## src/rtl/serv_dbus_pkg.sv

```systemverilog
// ---------------------------------------------------------------------------
// serv_dbus_pkg
// Shared types and constants for the bit-serial data-bus buffer.
//   dbus_state_t : bus-cycle state (IDLE, WAIT, DONE)
//   DBUS_AW      : data-bus address width
//   lane_align() : shifts a read word down so the addressed byte sits at bit 0
// ---------------------------------------------------------------------------
package serv_dbus_pkg;

    localparam int DBUS_AW = 32;

    typedef enum logic [1:0] {
        IDLE = 2'd0,
        WAIT = 2'd1,
        DONE = 2'd2
    } dbus_state_t;

    // Zero-filled right shift by whole bytes; lsb is the byte offset 0..3.
    function automatic logic [31:0] lane_align(input logic [31:0] rdt,
                                               input logic [1:0]  lsb);
        return rdt >> {lsb, 3'b000};
    endfunction

endpackage

```

## src/rtl/serv_dbus_timer.sv

```systemverilog
// ---------------------------------------------------------------------------
// serv_dbus_timer
// Ack-wait counter for the data-bus buffer. Counts cycles spent waiting for
// an acknowledge and flags the cycle on which the wait reaches TIMEOUT.
//
// Ports
//   i_clk     in   clock
//   i_rst     in   synchronous active-high reset
//   i_clr     in   restart the count (entry into the wait state)
//   i_inc     in   one more cycle waited without acknowledge
//   o_expire  out  this waiting cycle brings the count to TIMEOUT
// ---------------------------------------------------------------------------
module serv_dbus_timer #(
    parameter int TIMEOUT = 255
) (
    input  logic i_clk,
    input  logic i_rst,
    input  logic i_clr,
    input  logic i_inc,
    output logic o_expire
);

    localparam int            TW   = $clog2(TIMEOUT + 1);
    localparam logic [TW-1:0] LAST = TW'(TIMEOUT - 1);

    logic [TW-1:0] cnt_q;
    logic [TW-1:0] cnt_d;

    always_comb begin
        cnt_d = cnt_q;
        if (i_clr) begin
            cnt_d = '0;
        end else if (i_inc) begin
            cnt_d = cnt_q + TW'(1);
        end
    end

    always_ff @(posedge i_clk) begin
        if (i_rst) begin
            cnt_q <= '0;
        end else begin
            cnt_q <= cnt_d;
        end
    end

    // The increment that would land on TIMEOUT is the expiry; the buffer
    // leaves WAIT on that edge, so the counter never has to saturate.
    assign o_expire = i_inc && (cnt_q == LAST);

endmodule

```

## src/rtl/serv_dbus_buf.sv

```systemverilog
// ---------------------------------------------------------------------------
// serv_dbus_buf
// Data-bus buffer between the bit-serial core and a Wishbone data bus.
// Store data is shifted in serially (already lane aligned by the shift
// count), a single parallel bus cycle is run, and load data is byte-aligned
// and shifted out one bit per counter step on o_q.
//
// Build option: define SERV_DBUS_TIMEOUT_EN to add an ack-wait timeout of
// TIMEOUT cycles (o_err pulses with o_ready). Without it the buffer waits
// for ack indefinitely and o_err is constant 0.
//
// Ports
//   i_clk, i_rst       clock, synchronous active-high reset
//   i_cnt_en           serial bit-step enable
//   i_init             store-data shift phase
//   i_byte_valid       store shift permitted
//   i_rs2              serial store data, LSB first
//   i_req              one-cycle pulse starting a bus cycle
//   i_we, i_adr, i_sel direction, byte address, byte enables (with i_req)
//   o_dbus_adr/dat/sel/we/cyc   Wishbone master outputs (cyc doubles as stb)
//   i_dbus_rdt, i_dbus_ack      Wishbone read data and acknowledge
//   o_q                serial load bit (dat[0])
//   o_ready            one-cycle transaction-complete pulse
//   o_err              one-cycle timeout pulse
//
// State | meaning
// IDLE  | no bus cycle; store shift-in and load read-out allowed
// WAIT  | cyc asserted, data register frozen until ack (or timeout)
// DONE  | one-cycle ready pulse; load data already aligned in dat
// ---------------------------------------------------------------------------
module serv_dbus_buf
    import serv_dbus_pkg::*;
#(
    parameter int TIMEOUT = 255
) (
    input  logic               i_clk,
    input  logic               i_rst,
    input  logic               i_cnt_en,
    input  logic               i_init,
    input  logic               i_byte_valid,
    input  logic               i_rs2,
    input  logic               i_req,
    input  logic               i_we,
    input  logic [DBUS_AW-1:0] i_adr,
    input  logic [3:0]         i_sel,
    output logic [DBUS_AW-1:0] o_dbus_adr,
    output logic [31:0]        o_dbus_dat,
    output logic [3:0]         o_dbus_sel,
    output logic               o_dbus_we,
    output logic               o_dbus_cyc,
    input  logic [31:0]        i_dbus_rdt,
    input  logic               i_dbus_ack,
    output logic               o_q,
    output logic               o_ready,
    output logic               o_err
);

    dbus_state_t          state_q, state_d;
    logic [DBUS_AW-1:2]   adr_q, adr_d;
    logic                 we_q, we_d;
    logic [3:0]           sel_q, sel_d;
    logic [1:0]           lsb_q, lsb_d;
    logic [31:0]          dat_q, dat_d;

    logic shift_in;
    logic shift_out;
    logic timeout_hit;

    assign shift_in  = i_init & i_cnt_en & i_byte_valid;
    assign shift_out = ~i_init & i_cnt_en;

`ifdef SERV_DBUS_TIMEOUT_EN
    logic err_q;

    serv_dbus_timer #(
        .TIMEOUT (TIMEOUT)
    ) u_timer (
        .i_clk    (i_clk),
        .i_rst    (i_rst),
        .i_clr    ((state_q == IDLE) && i_req),
        .i_inc    ((state_q == WAIT) && !i_dbus_ack),
        .o_expire (timeout_hit)
    );

    // timeout_hit already excludes an ack in the same cycle, so ack wins.
    always_ff @(posedge i_clk) begin
        if (i_rst) begin
            err_q <= 1'b0;
        end else begin
            err_q <= timeout_hit;
        end
    end

    assign o_err = err_q;
`else
    assign timeout_hit = 1'b0;
    assign o_err       = 1'b0;
`endif

    always_comb begin
        state_d = state_q;
        adr_d   = adr_q;
        we_d    = we_q;
        sel_d   = sel_q;
        lsb_d   = lsb_q;
        dat_d   = dat_q;
        unique case (state_q)
            IDLE: begin
                if (shift_in) begin
                    dat_d = {i_rs2, dat_q[31:1]};
                end else if (shift_out) begin
                    dat_d = {1'b0, dat_q[31:1]};
                end
                if (i_req) begin
                    adr_d   = i_adr[DBUS_AW-1:2];
                    we_d    = i_we;
                    sel_d   = i_sel;
                    lsb_d   = i_adr[1:0];
                    state_d = WAIT;
                end
            end
            WAIT: begin
                if (i_dbus_ack) begin
                    if (!we_q) begin
                        dat_d = lane_align(i_dbus_rdt, lsb_q);
                    end
                    state_d = DONE;
                end else if (timeout_hit) begin
                    state_d = DONE;
                end
            end
            DONE: begin
                // Store shift-in is still honoured here; read-out waits for
                // IDLE so the first load bit is not lost on the ready cycle.
                if (shift_in) begin
                    dat_d = {i_rs2, dat_q[31:1]};
                end
                state_d = IDLE;
            end
            default: begin
                state_d = IDLE;
            end
        endcase
    end

    always_ff @(posedge i_clk) begin
        if (i_rst) begin
            state_q <= IDLE;
            adr_q   <= '0;
            we_q    <= 1'b0;
            sel_q   <= '0;
            lsb_q   <= '0;
            dat_q   <= '0;
        end else begin
            state_q <= state_d;
            adr_q   <= adr_d;
            we_q    <= we_d;
            sel_q   <= sel_d;
            lsb_q   <= lsb_d;
            dat_q   <= dat_d;
        end
    end

    assign o_dbus_adr = {adr_q, 2'b00};
    assign o_dbus_dat = dat_q;
    assign o_dbus_sel = sel_q;
    assign o_dbus_we  = we_q;
    assign o_dbus_cyc = (state_q == WAIT);
    assign o_ready    = (state_q == DONE);
    assign o_q        = dat_q[0];

endmodule

```

## config.mk

```make
export PLATFORM = sky130hd
export DESIGN_NAME = serv_dbus_buf
export DESIGN_NICKNAME = d
export VERILOG_FILES = /design/src/rtl/serv_dbus_pkg.sv /design/src/rtl/serv_dbus_timer.sv /design/src/rtl/serv_dbus_buf.sv
export SDC_FILE = /design/constraint.sdc
export NUM_CORES = 1
export LEC_CHECK = 0
export CAP_MARGIN = 20
export CORE_ASPECT_RATIO = 1.4
export CORE_MARGIN = 4
export CORE_UTILIZATION = 38
export CTS_CLUSTER_DIAMETER = 50
export DETAILED_ROUTE_END_ITERATION = 12
export GPL_TIMING_DRIVEN = 0
export MAX_ROUTING_LAYER = met4
export PLACE_DENSITY = 0.76
export SLEW_MARGIN = 20
export SYNTH_ARGS = -nofsm -noshare
export SYNTH_HDL_FRONTEND = slang
export SYNTH_SLANG_ARGS = --single-unit
```

## constraint.sdc

```tcl
create_clock -name i_clk -period 1.9 [get_ports i_clk]
set_clock_uncertainty 0.15 [all_clocks]
set_input_delay 0.38 -clock i_clk [delete_from_list [all_inputs] [get_ports i_clk]]
set_output_delay 0.38 -clock i_clk [all_outputs]
set_load 0.05 [all_outputs]
```

# --- Word-level counts from Yosys, hierarchy flattened ---
# Index checks and enable logic that the tools add are counted.
word_totals:
  regBits: 71
op_classes:
  eq_ne: 7
  n_reduce_logical: 5
  bitwise_logic: 4
  muxes: 9
  shift: 1
op_table:
  columns: ["op", "n"]
  rows:
  - ["$mux 32", 5]
  - ["$pmux 32 s3", 1]
  - ["$shr 32x5->32", 1]
  - ["$reduce_and 5->1", 1]
  - ["$mux 2", 2]
  - ["$ne 2x1->1 const B", 2]
  - ["$ne 2x2->1 const B", 2]
  - ["$pmux 2 s2", 1]
  - ["$reduce_and 2->1", 2]
  - ["$and 1x1->1", 3]
  - ["$ne 3x3->1 const B", 1]
  - ["$reduce_bool 3->1", 1]
  - ["$eq 2x1->1 const B", 1]
  - ["$eq 2x2->1 const B", 1]
  - ["$logic_not 2->1", 1]
  - ["$not 1->1", 1]

# --- Longest topological paths before layout ---
depth:
  word_depth: 5
  depth_mapped: 8

# --- Least setup slack after synthesis ---
# Ideal clock, no wire load.
synth_timing:
  path_kind: "register to register"
  from: "register state_q[0]"
  to: "register dat_q[10] (netlist: o_dbus_dat[10])"
  arrival_ns: 1.876
  setup_time_ns: 0.116
  path_stages_with_launch: 8
  n_path_buf: 1
  setup_slack_ns: -0.242
  path_cell_list: "dfxtp_1 > inv_1 > ha_1 > nand2b_1 > clkbuf_1 > a222oi_1 > o211ai_1 > o211a_1"
synth_between:
  elab_chain_cells: 3
synth_rtl:
  columns: ["element", "line_no", "rtl"]
  rows:
  - ["start: declaration", "serv_dbus_buf.sv:58", "dbus_state_t state_q, state_d;"]
  - ["start signal: assignment", "serv_dbus_buf.sv:155", "state_q <= state_d;"]
  - ["$eq 2x2->1 (*)", null, null]
  - ["net o_ready", "serv_dbus_buf.sv:54", "output logic o_ready,"]
  - ["$ne 2x1->1 (no line) / $reduce_bool 3->1 (equally long branches)", null, null]
  - ["$reduce_and 5->1 (no line)", null, null]
  - ["end signal: assignment", "serv_dbus_buf.sv:160", "dat_q <= dat_d;"]
  - ["end: declaration", "serv_dbus_buf.sv:63", "logic [31:0] dat_q, dat_d;"]
# The timed path passes the listed nets; every way through them passes the cells marked *.
# A chain may end at the register's enable or synchronous reset.

# --- Worst setup path in the final report ---
layout_timing:
  from: "register state_q[1]"
  to: "register dat_q[13] (netlist: o_dbus_dat[13])"
layout_between:
  elab_chain_cells: 3
layout_rtl:
  columns: ["element", "line_no", "rtl"]
  rows:
  - ["$eq 2x2->1, or another cell as far along", "serv_dbus_buf.sv:107", "unique case (state_q)"]
  - ["$ne 2x1->1 (no line), or another cell as far along", null, null]
  - ["$reduce_and 5->1 (no line)", null, null]
# Parallel ways exist; a longest one is shown, timed or not.

==> impl_metrics.yaml <==
yosys:
  postSynthCellCount: 385
  synth_edf_count: 0
  synthTopCellsByArea: "dfxtp_1 41%, o211a_1 9.3%, nand2_1 9.1%"
  yosys.area_share.simple_pct: 12.10
  synth_ff_type: "dfxtp_1"
  yosysWarnings: 0
  yosysUniqueCellTypes: 31
  synthMuxAreaShare_pct: 8.367
  synth.largest_area_cell: "dfxtp_1"
  synth_xor_area_share_pct: 0
  synth_fa_ha_area_share_pct: 1.449
  synth-compound-area-share_pct: 30.32
  synth_top_family_by_area: "compound AO/OA/AOI/OAI gates"
  synth_top_area_share_pct: 41.14
  netlist_area_sq_um: 3455
  syn_area_per_cell_sq_um: 8.973
  synth_seq_area_share_pct: 41.14
  ys_ff_latch: 71
  async_flop_share_pct: 0
floorplan:
  dieHeight_microns: 120.8
  core-area_sq_um: 8708
  num_io_pins: 150
  dieArea_sq_um: 10700
  row_count: 40
  die_x_microns: 88.58
  initial_core_util_pct: 39.67
sta:
  hold_violations: 0
  grt_setup_unrepaired: "yes"
  tightest_slew_ps: 526.8
  slew_viol_final: 0
  fmax_mhz: 515.9
  relSlewSlack_pct: 65.02
  setup_slack_ps: -38.35
  fin_crit_sh_pct: 102.0
  post-route-min-period_ps: 1938
  setup_viol: 5
final_layout:
  nets: 624
  syn2layout_area_growth_pct: 58.64
  diodes: 0
  stdcell_count: 653
  drive_gt1_share_pct: 18.61
  nFillCells: 768
  postLayoutCoreUtil_pct: 62.93
setup_path:
  worst_path_max_delay_cell: "dfxtp_4"
  critPathMaxStageDelay_ps: 370
  critPathCaptureType: "flop"
  cp_max_fo: 10
  path_delay_family: "compound AO/OA/AOI/OAI gates"
  worst_setup_path_start_kind: "flop"
  path_class: "reg2reg"
  crit_buf_inv: 2
  crit_arrival_ps: 2020
  required_ps: 1980
  crit_chain: "inv_4, ha_4, and3b_2, buf_6, a222oi_1, o211ai_1, o211a_1"
power:
  power_density_nw_per_um2: 1026
  cellLeakagePower_nw: 2.573
  power_mw: 5.624
  vdd_drop_max_v: 0.0006931
clock_tree:
  cts_buffers: 9
  clock-sinks: 71
  clk_pin_slew_ps: 50
  hold_buffers: 0
  cts_max_path_buffers: 2
  root_buffer: "clkbuf_16"
  cts_tree: "done"
  cts-htree-levels: 3
  insertion_delay_ps: 330
drt:
  drc_errors: 0
  drt-total-wl_mm: 11.72
  drt_pass1_iterations: 5
  avgViaCountPerCell: 5.525
  ant_nets: 0
  vias: 3608
  wire_per_inst_microns: 17.95
  drt-initial-drc-count: 252
grt:
  grt_pass1_wl_mm: 17.90
  antenna_found_initial: 0
  overflow: 0
  grt_max_degree: 12
  grt_pass1_vias: 3686
  grt_use_total_pct: 22.00
place:
  io_buffers: 146
  dp_hpwl_mm: 8.648
  gp_congestion: 0.8620
  placed_cells: 638
flow_run:
  maxCapViolCount: 0
status:
  status: "finished, violations left"
  violations: "negative setup slack"
min_path:
  hp-class: "reg2reg"
[cell usage in the layout (no fill, tap or decap), drive strengths merged]
cell type / netlist / layout
a21oi: 41 / 41
a222oi: 8 / 8
a22oi: 23 / 23
a31oi: 1 / 1
and2: 2 / 2
and3: 1 / 1
and3b: 1 / 1
and4b: 1 / 1
and4bb: 1 / 1
buf: 16 / 20
bufinv: 0 / 1
clkbuf: 26 / 37
clkdlybuf4s15: 0 / 1
clkdlybuf4s50: 0 / 76
clkinv: 0 / 1
conb: 1 / 3
dfxtp: 71 / 71
dlygate4sd2: 0 / 67
ha: 4 / 4
inv: 4 / 4
mux2: 25 / 25
nand2: 84 / 84
nand2b: 2 / 2
nor2: 2 / 2
nor2b: 2 / 2
nor3: 2 / 2
nor4bb: 1 / 1
o2111ai: 8 / 8
o211a: 32 / 32
o211ai: 23 / 23
o21a: 2 / 2
o21ai: 1 / 1
[report_power, final]
group / total, mW / internal (mW) / leakage (nW) / switching (mW)
Combinational: 2.01 / 0.742 / 1.82 / 1.27
Clock: 1.80 / 1.19 / 0.165 / 0.608
Sequential: 1.81 / 1.67 / 0.586 / 0.138
Total: 5.62 / 3.61 / 2.57 / 2.02
[stage by stage]
stage | area [sq um] | setup slack [ps] | hold WS [ps] | setup TNS [ps]
6_report | 5480 | -38.35 | 300.0 | -105.4
2_1_floorplan | 3506 | -1.373 | 320.7 | -1.373
3_5_place_dp | 5099 | -408.3 | 296.9 | -20520
5_1_grt | 5480 | -114.2 | 319.9 | -952.4
3_3_place_gp | 5099 | -403.7 | 291.6 | -20460
4_1_cts | 5410 | -43.82 | 301.9 | -150.9
[sequential cells by signal (all words and copies together) (netlist names)]
name / flops
o_dbus_we: 1
o_dbus_sel: 4
o_dbus_dat: 32
state_q: 2
lsb_q: 2
adr_q: 30
[final cells by class]
cell class	instances	area (sq um)	share of cell area [%]
well taps	105	131.4	2.397
plain buffers	38	232.7	4.247
multi-input cells	270	1944	35.48
inverters	4	20.02	0.3653
flip-flops and latches	71	1429	26.07
clock buffers	14	294.0	5.365
repair buffers	149	1394	25.43
clock inverters	2	35.03	0.6393
[kinds of logic after synthesis]
group / after synthesis
buf+inv: 46
other cells: 1
fa+ha+maj: 4
flops: 71
compound gates: 139
mux: 25
simple gates: 99
[worst paths after layout]
check	startpoint	to	slack (ps)	cells past startpoint
worst max register to register	state_q[1]	o_dbus_dat[13]	-40	7
worst min-delay path	adr_q[8]	adr_q[8]	300	2
worst min register to register	adr_q[8]	adr_q[8]	300	2
worst max-delay path	state_q[1]	o_dbus_dat[13]	-40	7
[per-layer routing]
layer	GRT usage, %	vias to the layer above	share of wire, %
met4	8.790	0	2.8
met1	23.78	1691	38
met3	6.817	31	8.9
met2	36.99	151	50
li1	-	1735	-
met5	-	-	0
[worst reg2reg max path: stages, from the launching register on]
cell and delay [ps]:
dfxtp_4 370, inv_4 50, ha_4 260, and3b_2 260, buf_6 170, a222oi_1 290, o211ai_1 150, o211a_1 140
[synthesized netlist by cell type (2+ instances only)]
library cell  number
nor3_1             2
nand2b_1           2
inv_1              4
ha_1               4
buf_4              4
o211ai_1          23
o21a_1             2
buf_6              2
buf_2              9
clkbuf_1          26
a222oi_1           8
a22oi_1           23
nor2b_1            2
dfxtp_1           71
o211a_1           32
mux2_4             2
o2111ai_1          8
and2_1             2
nor2_1             2
nand2_1           84
mux2_2            23
a21oi_1           41
[timing repair]
item | in CTS | in global routing
gates resized for setup | 101 | 33
gates cloned | 0 | 0
pin swaps | 5 | 10
buffers inserted | 1 | 2
endpoints found under the setup margin | 122 | 50
(Power assumes the default switching activity.)
